===== config.mk =====
export PLATFORM = sky130hd
export DESIGN_NAME = fifo_1rw_circ_mem_flat
export DESIGN_NICKNAME = d
export VERILOG_FILES = /design/src/rtl/fifo_1rw_circ_mem_if.sv /design/src/rtl/fifo_1rw_circ_mem.sv /design/src/flat_wrapper.sv
export SDC_FILE = /design/constraint.sdc
export NUM_CORES = 1
export LEC_CHECK = 0
export BUFFER_PORTS_ARGS = -buffer_cell sky130_fd_sc_hd__buf_2
export CORE_MARGIN = 2
export CORE_UTILIZATION = 25
export DETAILED_ROUTE_END_ITERATION = 6
export HOLD_SLACK_MARGIN = 0.05
export SKIP_LAST_GASP = 1
export SYNTH_ARGS = -nofsm -noshare
export SYNTH_HDL_FRONTEND = slang
export SYNTH_SLANG_ARGS = --single-unit

===== constraint.sdc =====
create_clock -name clk_i -period 5.7 [get_ports clk_i]
set_clock_uncertainty 0.15 [all_clocks]
set_input_delay 1.71 -clock clk_i [delete_from_list [all_inputs] [get_ports clk_i]]
set_output_delay 1.71 -clock clk_i [all_outputs]
set_load 0.005 [all_outputs]

===== src/rtl/fifo_1rw_circ_mem_if.sv =====
// Operation/status bundle for fifo_1rw_circ_mem: the master issues enqueue/dequeue
// requests, the slave (the FIFO) returns occupancy status and read data.
interface fifo_1rw_circ_mem_if #(
  parameter int unsigned width_p = 8,
  parameter int unsigned els_p   = 16
);
  localparam int unsigned count_width_lp = $clog2(els_p + 1);

  logic [width_p-1:0]        data_i;
  logic                      v_i;
  logic                      enq_not_deq_i;
  logic                      full_o;
  logic                      empty_o;
  logic [count_width_lp-1:0] count_o;
  logic [width_p-1:0]        data_o;

  modport master (
    output data_i, v_i, enq_not_deq_i,
    input  full_o, empty_o, count_o, data_o
  );

  modport slave (
    input  data_i, v_i, enq_not_deq_i,
    output full_o, empty_o, count_o, data_o
  );
endinterface


===== src/rtl/fifo_1rw_circ_mem.sv =====
// One-op-per-cycle FIFO on a single-port synchronous-read RAM with modulo-els_p pointers.
// Optional simulation checks for illegal/unknown requests: define FIFO_1RW_CIRC_MEM_CHECKS_EN.
module fifo_1rw_circ_mem #(
  parameter int unsigned width_p = 8,
  parameter int unsigned els_p   = 16
) (
  input  logic                 clk_i,
  input  logic                 reset_i,
  fifo_1rw_circ_mem_if.slave   bus
);
  localparam int unsigned ptr_width_lp   = (els_p > 1) ? $clog2(els_p) : 1;
  localparam int unsigned count_width_lp = $clog2(els_p + 1);
  localparam logic [ptr_width_lp-1:0] last_ptr_lp = ptr_width_lp'(els_p - 1);

  logic [ptr_width_lp-1:0] rd_ptr, wr_ptr;
  logic                    last_op_is_read;
  logic [width_p-1:0]      mem [els_p];

  logic                    ptrs_eq;
  logic                    full, empty;
  logic                    enq_accept, deq_accept;
  logic                    ram_en, ram_we;
  logic [ptr_width_lp-1:0] ram_addr;
  logic [count_width_lp-1:0] count;

  function automatic logic [ptr_width_lp-1:0] ptr_inc(input logic [ptr_width_lp-1:0] p);
    return (p == last_ptr_lp) ? '0 : p + ptr_width_lp'(1);
  endfunction

  // Equal pointers mean empty or full; the last operation tells which.
  assign ptrs_eq = (rd_ptr == wr_ptr);
  assign empty   = ptrs_eq &  last_op_is_read;
  assign full    = ptrs_eq & ~last_op_is_read;

  always_comb begin
    count = '0;
    if (full)
      count = count_width_lp'(els_p);
    else if (wr_ptr > rd_ptr)
      count = count_width_lp'(wr_ptr - rd_ptr);
    else if (!empty)
      count = count_width_lp'(els_p) - count_width_lp'(rd_ptr - wr_ptr);
  end

  assign bus.full_o  = full;
  assign bus.empty_o = empty;
  assign bus.count_o = count;

  // Requests arriving while reset is held must not touch the RAM either.
  assign enq_accept = ~reset_i & bus.v_i &  bus.enq_not_deq_i & ~full;
  assign deq_accept = ~reset_i & bus.v_i & ~bus.enq_not_deq_i & ~empty;
  assign ram_en     = enq_accept | deq_accept;
  assign ram_we     = enq_accept;
  assign ram_addr   = enq_accept ? wr_ptr : rd_ptr;

  always_ff @(posedge clk_i or posedge reset_i) begin
    if (reset_i) begin
      rd_ptr          <= '0;
      wr_ptr          <= '0;
      last_op_is_read <= 1'b1;
    end else if (enq_accept) begin
      wr_ptr          <= ptr_inc(wr_ptr);
      last_op_is_read <= 1'b0;
    end else if (deq_accept) begin
      rd_ptr          <= ptr_inc(rd_ptr);
      last_op_is_read <= 1'b1;
    end
  end

  // Storage array is intentionally left uninitialised across reset.
  always_ff @(posedge clk_i) begin
    if (ram_en && ram_we)
      mem[ram_addr] <= bus.data_i;
  end

  always_ff @(posedge clk_i or posedge reset_i) begin
    if (reset_i)
      bus.data_o <= '0;
    else if (ram_en && !ram_we)
      bus.data_o <= mem[ram_addr];
  end

`ifdef FIFO_1RW_CIRC_MEM_CHECKS_EN
  always @(posedge clk_i) begin
    if (!reset_i) begin
      if ($isunknown(bus.v_i))
        $error("fifo_1rw_circ_mem: v_i is X/Z");
      else if (bus.v_i) begin
        if ($isunknown(bus.enq_not_deq_i))
          $error("fifo_1rw_circ_mem: enq_not_deq_i is X/Z");
        else if (bus.enq_not_deq_i && full)
          $error("fifo_1rw_circ_mem: enqueue while full");
        else if (!bus.enq_not_deq_i && empty)
          $error("fifo_1rw_circ_mem: dequeue while empty");
      end
    end
  end
`else
  // Rejected operations are dropped silently.
`endif

endmodule


===== src/flat_wrapper.sv =====
// flat-port wrapper written by rule: the top's interface ports become plain ports
module fifo_1rw_circ_mem_flat 
#(
  parameter int unsigned width_p = 8,
  parameter int unsigned els_p   = 16
)
  (clk_i, reset_i, bus_data_i, bus_v_i, bus_enq_not_deq_i, bus_full_o, bus_empty_o, bus_count_o, bus_data_o);
  fifo_1rw_circ_mem_if #(.width_p(width_p), .els_p(els_p)) bus_i ();
  input  logic clk_i;
  input  logic reset_i;
  input wire logic [$bits(bus_i.data_i)-1:0] bus_data_i;
  input wire logic [$bits(bus_i.v_i)-1:0] bus_v_i;
  input wire logic [$bits(bus_i.enq_not_deq_i)-1:0] bus_enq_not_deq_i;
  output wire logic [$bits(bus_i.full_o)-1:0] bus_full_o;
  output wire logic [$bits(bus_i.empty_o)-1:0] bus_empty_o;
  output wire logic [$bits(bus_i.count_o)-1:0] bus_count_o;
  output wire logic [$bits(bus_i.data_o)-1:0] bus_data_o;
  assign bus_i.data_i = bus_data_i;
  assign bus_i.v_i = bus_v_i;
  assign bus_i.enq_not_deq_i = bus_enq_not_deq_i;
  assign bus_full_o = bus_i.full_o;
  assign bus_empty_o = bus_i.empty_o;
  assign bus_count_o = bus_i.count_o;
  assign bus_data_o = bus_i.data_o;
  fifo_1rw_circ_mem #(.width_p(width_p), .els_p(els_p)) u_core (.clk_i(clk_i), .reset_i(reset_i), .bus(bus_i));
endmodule

# [Word level (Yosys, flattened, before mapping)]
# Memories as Yosys holds them, arrays and structs flattened. A register that Yosys moved wholly into a read port is not among the register bits.
# Index checks and enable logic that the tools add are counted.
[totals] regBits=9 ram_bits=128 input_bits=12 output_inout_bits=15 word_cells=42 n_memories=1
[mem_list] name="u_core.mem" depth=16 word_bits=8 rd=1 rd_ports_with_merged_regs=1 wr=1 line="fifo_1rw_circ_mem.sv:17" text="logic [width_p-1:0] mem [els_p];"
[op_classes] n_addsub=5 order_cmp=1 n_eq_ne=3 n_mux=10 bitwise_logic=14 n_reduce_logical=5
[op_table] op="5-bit two-way mux" n=3
[op_table] op="4-bit two-way mux" n=3
[op_table] op="4-bit by 4-bit subtractor with 5-bit output" n=2
[op_table] op="4-bit by 1-bit adder with 4-bit output (second input constant)" n=2
[op_table] op="4-bit == test (second input constant)" n=2
[op_table] op="1-bit bitwise AND" n=7
[op_table] op="1-bit NOT" n=6
[op_table] op="5-bit subtractor (first input constant)" n=1
[op_table] op="4-bit == test" n=1
[op_table] op="4-bit greater-than comparator" n=1
[op_table] op="1-bit two-way mux" n=4
[op_table] op="1-bit logical AND" n=2
[op_table] op="2-bit AND reduction" n=1
[op_table] op="2-bit nonzero test" n=1
[op_table] op="1-bit logical NOT" n=1
[op_table] op="1-bit bitwise OR" n=1

# [Longest topological paths before layout]
# Gate-level depths: netlist (run 1).
[logic_depth] word_depth=8 ltp_mapped=13 depth_no_buf=9

# [Worst setup path after synthesis (run 1)]
# OpenSTA, ideal clock, no wires.
[synth_path] kind="input-to-reg" startpoint="input port reset_i" endpoint="memory u_core.mem[12][0] (enable)" setup_time_ns=0.395 arrival_ns=3.393 t_required_ns=5.155 setup_slack_ns=1.763 stages=6 path_buffers=3 path_cell_list="nand3b_1 a21o_1 buf_6 buf_6 clkbuf_1 nor4_1"
[synth_between] elab_chain_cells=8 elab_cells_between_ends=11 classes_between="mux: 3; bitwise: 7; reduce/logical: 1"
[synth_lines] element="start, declared" line="flat_wrapper.sv:10" text="input logic reset_i;"
[synth_lines] element="1-bit NOT (*)" line="fifo_1rw_circ_mem.sv:50, fifo_1rw_circ_mem.sv:51"
[synth_lines] element="1-bit bitwise AND (*)" line="fifo_1rw_circ_mem.sv:50, fifo_1rw_circ_mem.sv:51"
[synth_lines] element="1-bit bitwise AND (on tied branches) (2 in a row)" line="fifo_1rw_circ_mem.sv:50, fifo_1rw_circ_mem.sv:51"
[synth_lines] element="1-bit bitwise OR" line="fifo_1rw_circ_mem.sv:52" text="assign ram_en = enq_accept | deq_accept;"
[synth_lines] element="1-bit logical AND" line="fifo_1rw_circ_mem.sv:72" text="if (ram_en && ram_we)"
[synth_lines] element="1-bit two-way mux" line="fifo_1rw_circ_mem.sv:72"
[synth_lines] element="1-bit two-way mux (not written as such)" line="fifo_1rw_circ_mem.sv:73" text="mem[ram_addr] <= bus.data_i;"
[synth_lines] element="end, declared" line="fifo_1rw_circ_mem.sv:17"
# Mark *: on every way between the ends. The rest lies on a longest branch, timed or not.

# [Worst setup path after layout (run 1)]
[layout_path] startpoint="register u_core.rd_ptr[1]" endpoint="output port bus_count_o[3]"
[layout_between] elab_chain_cells=5 elab_cells_between_ends=10 classes_between="add/sub: 3; order compare: 1; eq/ne: 1; mux: 3; bitwise: 2"
[layout_lines] element="start, declared" line="fifo_1rw_circ_mem.sv:15" text="logic [ptr_width_lp-1:0] rd_ptr, wr_ptr;"
[layout_lines] element="start signal, assigned" line="fifo_1rw_circ_mem.sv:65" text="rd_ptr <= ptr_inc(rd_ptr);"
[layout_lines] element="4-bit by 4-bit subtractor with 5-bit output or 4-bit == test (tied branches)" line="fifo_1rw_circ_mem.sv:42, fifo_1rw_circ_mem.sv:31"
[layout_lines] element="5-bit subtractor or 1-bit bitwise AND (tied branches)" line="fifo_1rw_circ_mem.sv:42, fifo_1rw_circ_mem.sv:32"
[layout_lines] element="5-bit two-way mux" line="fifo_1rw_circ_mem.sv:41" text="else if (!empty)"
[layout_lines] element="5-bit two-way mux" line="fifo_1rw_circ_mem.sv:39" text="else if (wr_ptr > rd_ptr)"
[layout_lines] element="5-bit two-way mux (*)" line="fifo_1rw_circ_mem.sv:37" text="if (full)"
[layout_lines] element="end, declared" line="flat_wrapper.sv:16" text="output wire logic [$bits(bus_i.count_o)-1:0] bus_count_o;"
# Marked as above.

==> results of run 1 <==
==> power by group through the flow <==
stage,combinational [mW],clock (mW),sequential [mW]
6_report,0.952,1.12,1.36
5_1_grt,1.05,1.19,1.37
4_1_cts,0.950,1.14,1.36
3_5_place_dp,0.943,0,1.38
3_3_place_gp,0.919,0,1.37
2_1_floorplan,0.693,0,1.31
==> flip-flops by register name, indices dropped and copies added (netlist names) <==
signal	flops
u_core.wr_ptr	4
u_core.rd_ptr	4
u_core.last_op_is_read	1
u_core.bus.data_o	8
u_core.mem	128
==> path summary, 6_finish.rpt <==
check                                              startpoint                            endpoint  slack [ns]  cells past startpoint
hold / removal             u_core.last_op_is_read$_DFFE_PP1P_  u_core.last_op_is_read$_DFFE_PP1P_        0.40                      2
setup reg to reg                 u_core.wr_ptr[0]$_DFFE_PP0P_    u_core.bus.data_o[3]$_DFFE_PP0P_        1.58                     10
hold reg to reg            u_core.last_op_is_read$_DFFE_PP1P_  u_core.last_op_is_read$_DFFE_PP1P_        0.40                      2
setup / recovery                 u_core.rd_ptr[1]$_DFFE_PP0P_                      bus_count_o[3]        1.46                      7
min in group asynchronous                             reset_i        u_core.wr_ptr[1]$_DFFE_PP0P_        1.28                      2
max in group asynchronous                             reset_i    u_core.bus.data_o[5]$_DFFE_PP0P_        3.64                      2
==> per-layer routing <==
| metal | vias up | GRT usage, % | share of wire, % |
|---|---|---|---|
| li1 | 1735 | - | - |
| met1 | 1921 | 15.6 | 45 |
| met2 | 146 | 18.0 | 46 |
| met3 | 10 | 3.85 | 7.8 |
| met4 | 0 | 3.03 | 0.98 |
| met5 | - | 0 | 0 |
==> cell type report <==
cell class / instances / area [um^2]
Timing Repair Buffer: 38 / 220
Multi-Input combinational cell: 249 / 1690
Tap cell: 324 / 405
Sequential cell: 145 / 4270
Fill cell: 2392 / 16900
Clock inverter: 14 / 176
Inverter: 15 / 56.3
Clock buffer: 18 / 429
==> through the flow <==
| step | cell area, um^2 | cells | hold slack [ns] |
|---|---|---|---|
| finish | 7250 | 803 | 0.402 |
| global route | 7250 | 803 | 0.413 |
| CTS | 7250 | 803 | 0.409 |
| detailed placement | 6650 | 771 | 0.391 |
| global placement | 6650 | 771 | 0.382 |
| floorplan | 6120 | 427 | 0.352 |
==> kinds of logic after synthesis <==
kind of cell	Yosys count	share of synthesized area, %
multiplexers	48	8.37
flip-flops	145	69.8
AND/OR/NAND/NOR	104	7.38
buffers and inverters	33	2.74
XOR/XNOR	5	0.716
adder cells (fa/ha/maj)	7	1.55
AO/OA/AOI/OAI	85	9.43
==> worst min-delay path, cell delays in order, from the launching register on <==
cell,delay (ns)
dfstp_2,0.38
inv_1,0.09
a21boi_0,0.08
==> cells in the final DEF, fill, tap and decap left out, types with 2 or more instances in the layout <==
master	count
inv_6	5
nand2_1	37
nand3_1	4
nor3_1	13
nand4_1	3
o2bb2ai_1	4
xnor2_1	4
or3_1	3
clkbuf_16	17
nor4_1	2
nor2_1	35
inv_1	15
a21oi_1	21
a31oi_1	10
o22ai_1	21
nand2b_1	2
a2111oi_0	7
buf_4	12
bufinv_16	3
mux2_2	5
a31oi_2	3
clkinv_4	3
mux2i_1	40
a41oi_1	3
buf_2	26
o21ai_0	6
mux2i_4	2
edfxtp_1	128
a21o_1	4
ha_1	6
dfrtp_1	16
==> results by group, run 1 <==
Outcome
  – Status: completed

Synth
  – EDFF count, synth: 128
  – Synth Register Bits: 145
  – Netlist cell types: 42
  – Syn Area/Cell: 14.3 um^2
  – Post-Syn Area: 0.00612 mm^2
  – Ys Warns: 0
  – Asr flop ratio synth: 11.7%
  – Cells after Synth: 427
  – Sequential-to-total area share from yosys stat: 69.8%
  – Most numerous cell in the Yosys netlist: edfxtp_1
  – Synth top area cells: edfxtp_1, mux2i_1, dfrtp_1
  – Post-synth top cells: edfxtp_1, mux2i_1, nand2_1
  – Largest area contributor in the netlist: edfxtp_1
  – Syn Nets: 446
  – Yosys top cell area share: 62.8%
  – Synth Flop Type: edfxtp_1

Pwr
  – Power Density: 474 mW/mm^2
  – Internal power: 2.30 mW
  – Psw: 1.13 mW
  – Switching share of power: 32.9%
  – Sequential share of power: 39.6%
  – Pwr Total: 3.44 mW
  – Clk pwr share: 32.7%
  – Combinational power share: 27.7%
  – Worst VDD drop: 0.000230 V
  – Leakage: 2.56 nW

Die
  – Die area: 0.0257 mm^2
  – Rows: 57
  – Die height: 160 um
  – Top-level I/O count: 27
  – Die W: 160 um
  – Core ar.: 0.0242 mm^2
  – Initial Util: 25.3%

STA
  – RSZ-0062 raised after global routing: no
  – Minimum clock period: 4.24 ns
  – Highest Clock Rate: 236 MHz
  – Max-Slew Margin vs Limit: 24.6%
  – Worst-Margin Slew: 1.12 ns
  – Period utilization: 74.4%
  – Final hold violation count: 0
  – Finish-stage setup viols: 0
  – Setup ws final: 1.46 ns
  – Fin Setup TNS: 0 ns
  – Final Max Tran Viols: 0

GRT
  – Largest net degree at the start of global routing: 34
  – First-pass GRT wire length: 22.3 mm
  – Total grt overflow: 0
  – Vias in the first global route: 3856
  – Initial antenna violation count: 0
  – Total track usage: 11.6%

Critical path
  – Worst-path cell chain: inv_1 > ha_1 > a21o_1 > a21oi_1 > xor2_1 > nor2_1 > buf_2
  – Cell family with most CP delay: flip-flops
  – Crit-path slowest cell: dfrtp_1
  – CP Data Arrival Time: 2.38 ns
  – Crit. End Element: primary output
  – Worst-path fanout max: 9
  – CP Launch Type: flop
  – Setup CP Type: flop to primary output
  – CP required: 3.84 ns
  – Crit path largest cell delay: 0.57 ns
  – Critical path buffers and inverters: 2

Placement
  – Routability cong.: 0.814
  – Buffers added on ports: 26
  – Hpwl dp: 9.98 mm
  – Worst slack at placement: 1.23 ns

Layout
  – Nets: 485
  – Fin util: 30.0%
  – # diodes: 0
  – Layout cell share with drive strength beyond 1: 17.3%
  – Layout area overhead: 18.6%

Detailed routing
  – Initial DRC count: 411
  – Drt wl/cell: 18.0 um
  – Drt via density: 4.75
  – Antenna viol nets, final: 0
  – Total Routed Length: 14.5 mm
  – DR DRC count: 0
  – Drt pass-1 iters: 5
  – Vias after detailed routing: 3812

Clocking
  – Clock Path Buffers: 2
  – Clk_lat worst skew: 0.42 ns
  – CTS tree: yes
  – Post-CTS Hold Fix Bufs: 0
  – H-tree depth: 4
  – Clock Tree Root: clkbuf_16
  – Setup bufs post-CTS: 0
  – PostCTS Resize Cnt: 0
  – Clock Sinks: 145
  – Cts bufs inserted: 17
  – Clock-pin slew on the worst setup and hold paths: 0.06 ns

Worst hold path
  – Worst min path class: flop to flop

Run
  – Max-cap violations: 0
(Power assumes the default switching activity.)
==> run 2: changes to the inputs <==
clock period = 3.9 ns   (was 5.7 ns; I/O delays follow)
==> results by group, run 2 (synthesis gave the netlist of run 1 again) <==
Outcome
  – Status: completed

STA
  – Highest Clock Rate: 272 MHz
  – Minimum clock period: 3.67 ns
  – Period utilization: 94.2%
  – Final hold violation count: 0
  – Finish-stage setup viols: 0
  – Max-Slew Margin vs Limit: 23.3%
  – RSZ-0062 raised after global routing: no
  – Fin Setup TNS: 0 ns
  – Worst hold margin: 0.387 ns
  – Final Max Tran Viols: 0
  – Worst-Margin Slew: 1.15 ns

GRT
  – Largest net degree at the start of global routing: 41
  – Grt met1 use: 16.2%
  – Total grt overflow: 0
  – M2 GR Usage: 18.9%
  – Total track usage: 12.1%
  – First-pass GRT wire length: 23.3 mm
  – Vias in the first global route: 4005
  – Initial antenna violation count: 0
  – GRT busiest layer: met2
  – GR Util met3: 3.77%

Critical path
  – Worst-path cell chain: inv_1 > ha_1 > and4_1 > a21o_2 > buf_4 > nor3_1 > a41oi_1 > o22ai_1 > a2111oi_0 > a31oi_1
  – CP Data Arrival Time: 3.79 ns
  – Worst-path fanout max: 12
  – CP required: 4.02 ns
  – Setup CP Type: flop to flop
  – Crit path largest cell delay: 0.54 ns
  – R2R Setup Slk: 0.23 ns
  – Crit path from: u_core.rd_ptr[2]$_DFFE_PP0P_
  – Reg2Reg Launch Point: u_core.rd_ptr[2]$_DFFE_PP0P_
  – Crit. End Element: flop
  – Crit-path slowest cell: a2111oi_0
  – CP Launch Type: flop

Detailed routing
  – Drt via density: 4.71
  – Vias after detailed routing: 3866
  – Total Routed Length: 14.8 mm
  – DR DRC count: 0
  – Drt pass-1 iters: 5
  – Initial DRC count: 285
  – Drt wl/cell: 18.1 um
  – Antenna viol nets, final: 0

Layout
  – Layout area overhead: 20.9%
  – # diodes: 0
  – Max reg flops: 128
  – Most common cell after layout, fill and taps aside: edfxtp_1
  – Largest Register: u_core.mem
  – Top Registers: u_core.mem x128, u_core.bus.data_o x8
  – Commonest non-fill, non-tap cells in the layout: edfxtp_1, mux2i_1, nand2_1, nor2_1, buf_4
  – Fin area: 0.00739 mm^2
  – Nets: 503
  – Layout cell share with drive strength beyond 1: 20.5%

Clocking
  – Clock-pin slew on the worst setup and hold paths: 0.07 ns
  – Cts bufs inserted: 17
  – Clock Sinks: 145
  – Clock Path Buffers: 2
  – CTS tree: yes
  – Clk_lat worst skew: 0.42 ns
  – Setup bufs post-CTS: 0
  – Post-CTS Hold Fix Bufs: 0
  – Clock Tree Root: clkbuf_16
  – H-tree depth: 4
  – PostCTS Resize Cnt: 0

Pwr
  – Switching share of power: 34.4%
  – Power Density: 686 mW/mm^2
  – Sequential share of power: 37.9%
  – Clk pwr share: 32.0%
  – Combinational power share: 30.1%
  – Psw: 1.74 mW
  – Internal power: 3.33 mW
  – Pwr Total: 5.07 mW
  – Worst VDD drop: 0.000392 V
  – Leakage: 2.64 nW

Placement
  – Buffers added on ports: 26
  – Hpwl dp: 10.5 mm
  – Placement Cell Area: 0.00679 mm^2
  – Routability cong.: 0.827

Worst hold path
  – Worst min path class: flop to flop
  – Hold Crit Start: u_core.last_op_is_read$_DFFE_PP1P_

Die
  – Die height: 160 um
  – Top-level I/O count: 27
  – Rows: 57
  – Die area: 0.0257 mm^2
  – Core ar.: 0.0242 mm^2
  – Die W: 160 um
  – Initial Util: 25.3%

Run
  – Max-cap violations: 0
[run 2: through the flow]
step	setup WS, ns	utilization [%]	instances
floorplan	0.475	-	427
global placement	0.205	28.1	789
detailed placement	0.0466	28.1	789
CTS	0.114	30.5	821
global route	0.00353	30.6	821
finish	0.225	30.6	821
[run 2: area by class of cell]
class,instances,area (um^2)
inverter,15,56.3
multi-input combinational,249,1700
fill,2395,16800
tap,324,405
timing repair buffer,56,368
clock inverter,15,170
sequential,145,4270
clock buffer,17,425
[run 2: final timing paths]
kind,to,depth (start not counted)
setup reg to reg,u_core.bus.data_o[6]$_DFFE_PP0P_,10
min in group asynchronous,u_core.rd_ptr[2]$_DFFE_PP0P_,3
hold / removal,u_core.last_op_is_read$_DFFE_PP1P_,2
max in group asynchronous,u_core.last_op_is_read$_DFFE_PP1P_,3
hold reg to reg,u_core.last_op_is_read$_DFFE_PP1P_,2
setup / recovery,u_core.bus.data_o[6]$_DFFE_PP0P_,10
[run 2: metal layers]
layer	vias to the layer above	wire length [um]	part of all wire, %
met5	-	0	0
met1	1978	6690	45
met3	16	1000	6.7
met2	109	6970	47
met4	0	181	1.2
li1	1763	-	-
[run 2: power groups by stage]
stage	clock network [mW]	registers (mW)	logic, mW
3_5_place_dp	0	1.95	1.52
5_1_grt	1.71	1.94	1.69
4_1_cts	1.64	1.92	1.53
6_report	1.62	1.92	1.53
3_3_place_gp	0	1.95	1.47
2_1_floorplan	0	1.91	1.01
[run 2: worst max-delay path: cells and delay by family, from the launching register on]
family                   cells  cell delay, ns
AO/OA/AOI/OAI                5            1.75
flip-flops                   1            0.47
adder cells (fa/ha/maj)      1            0.40
buffers and inverters        2            0.40
AND/OR/NAND/NOR              2            0.34
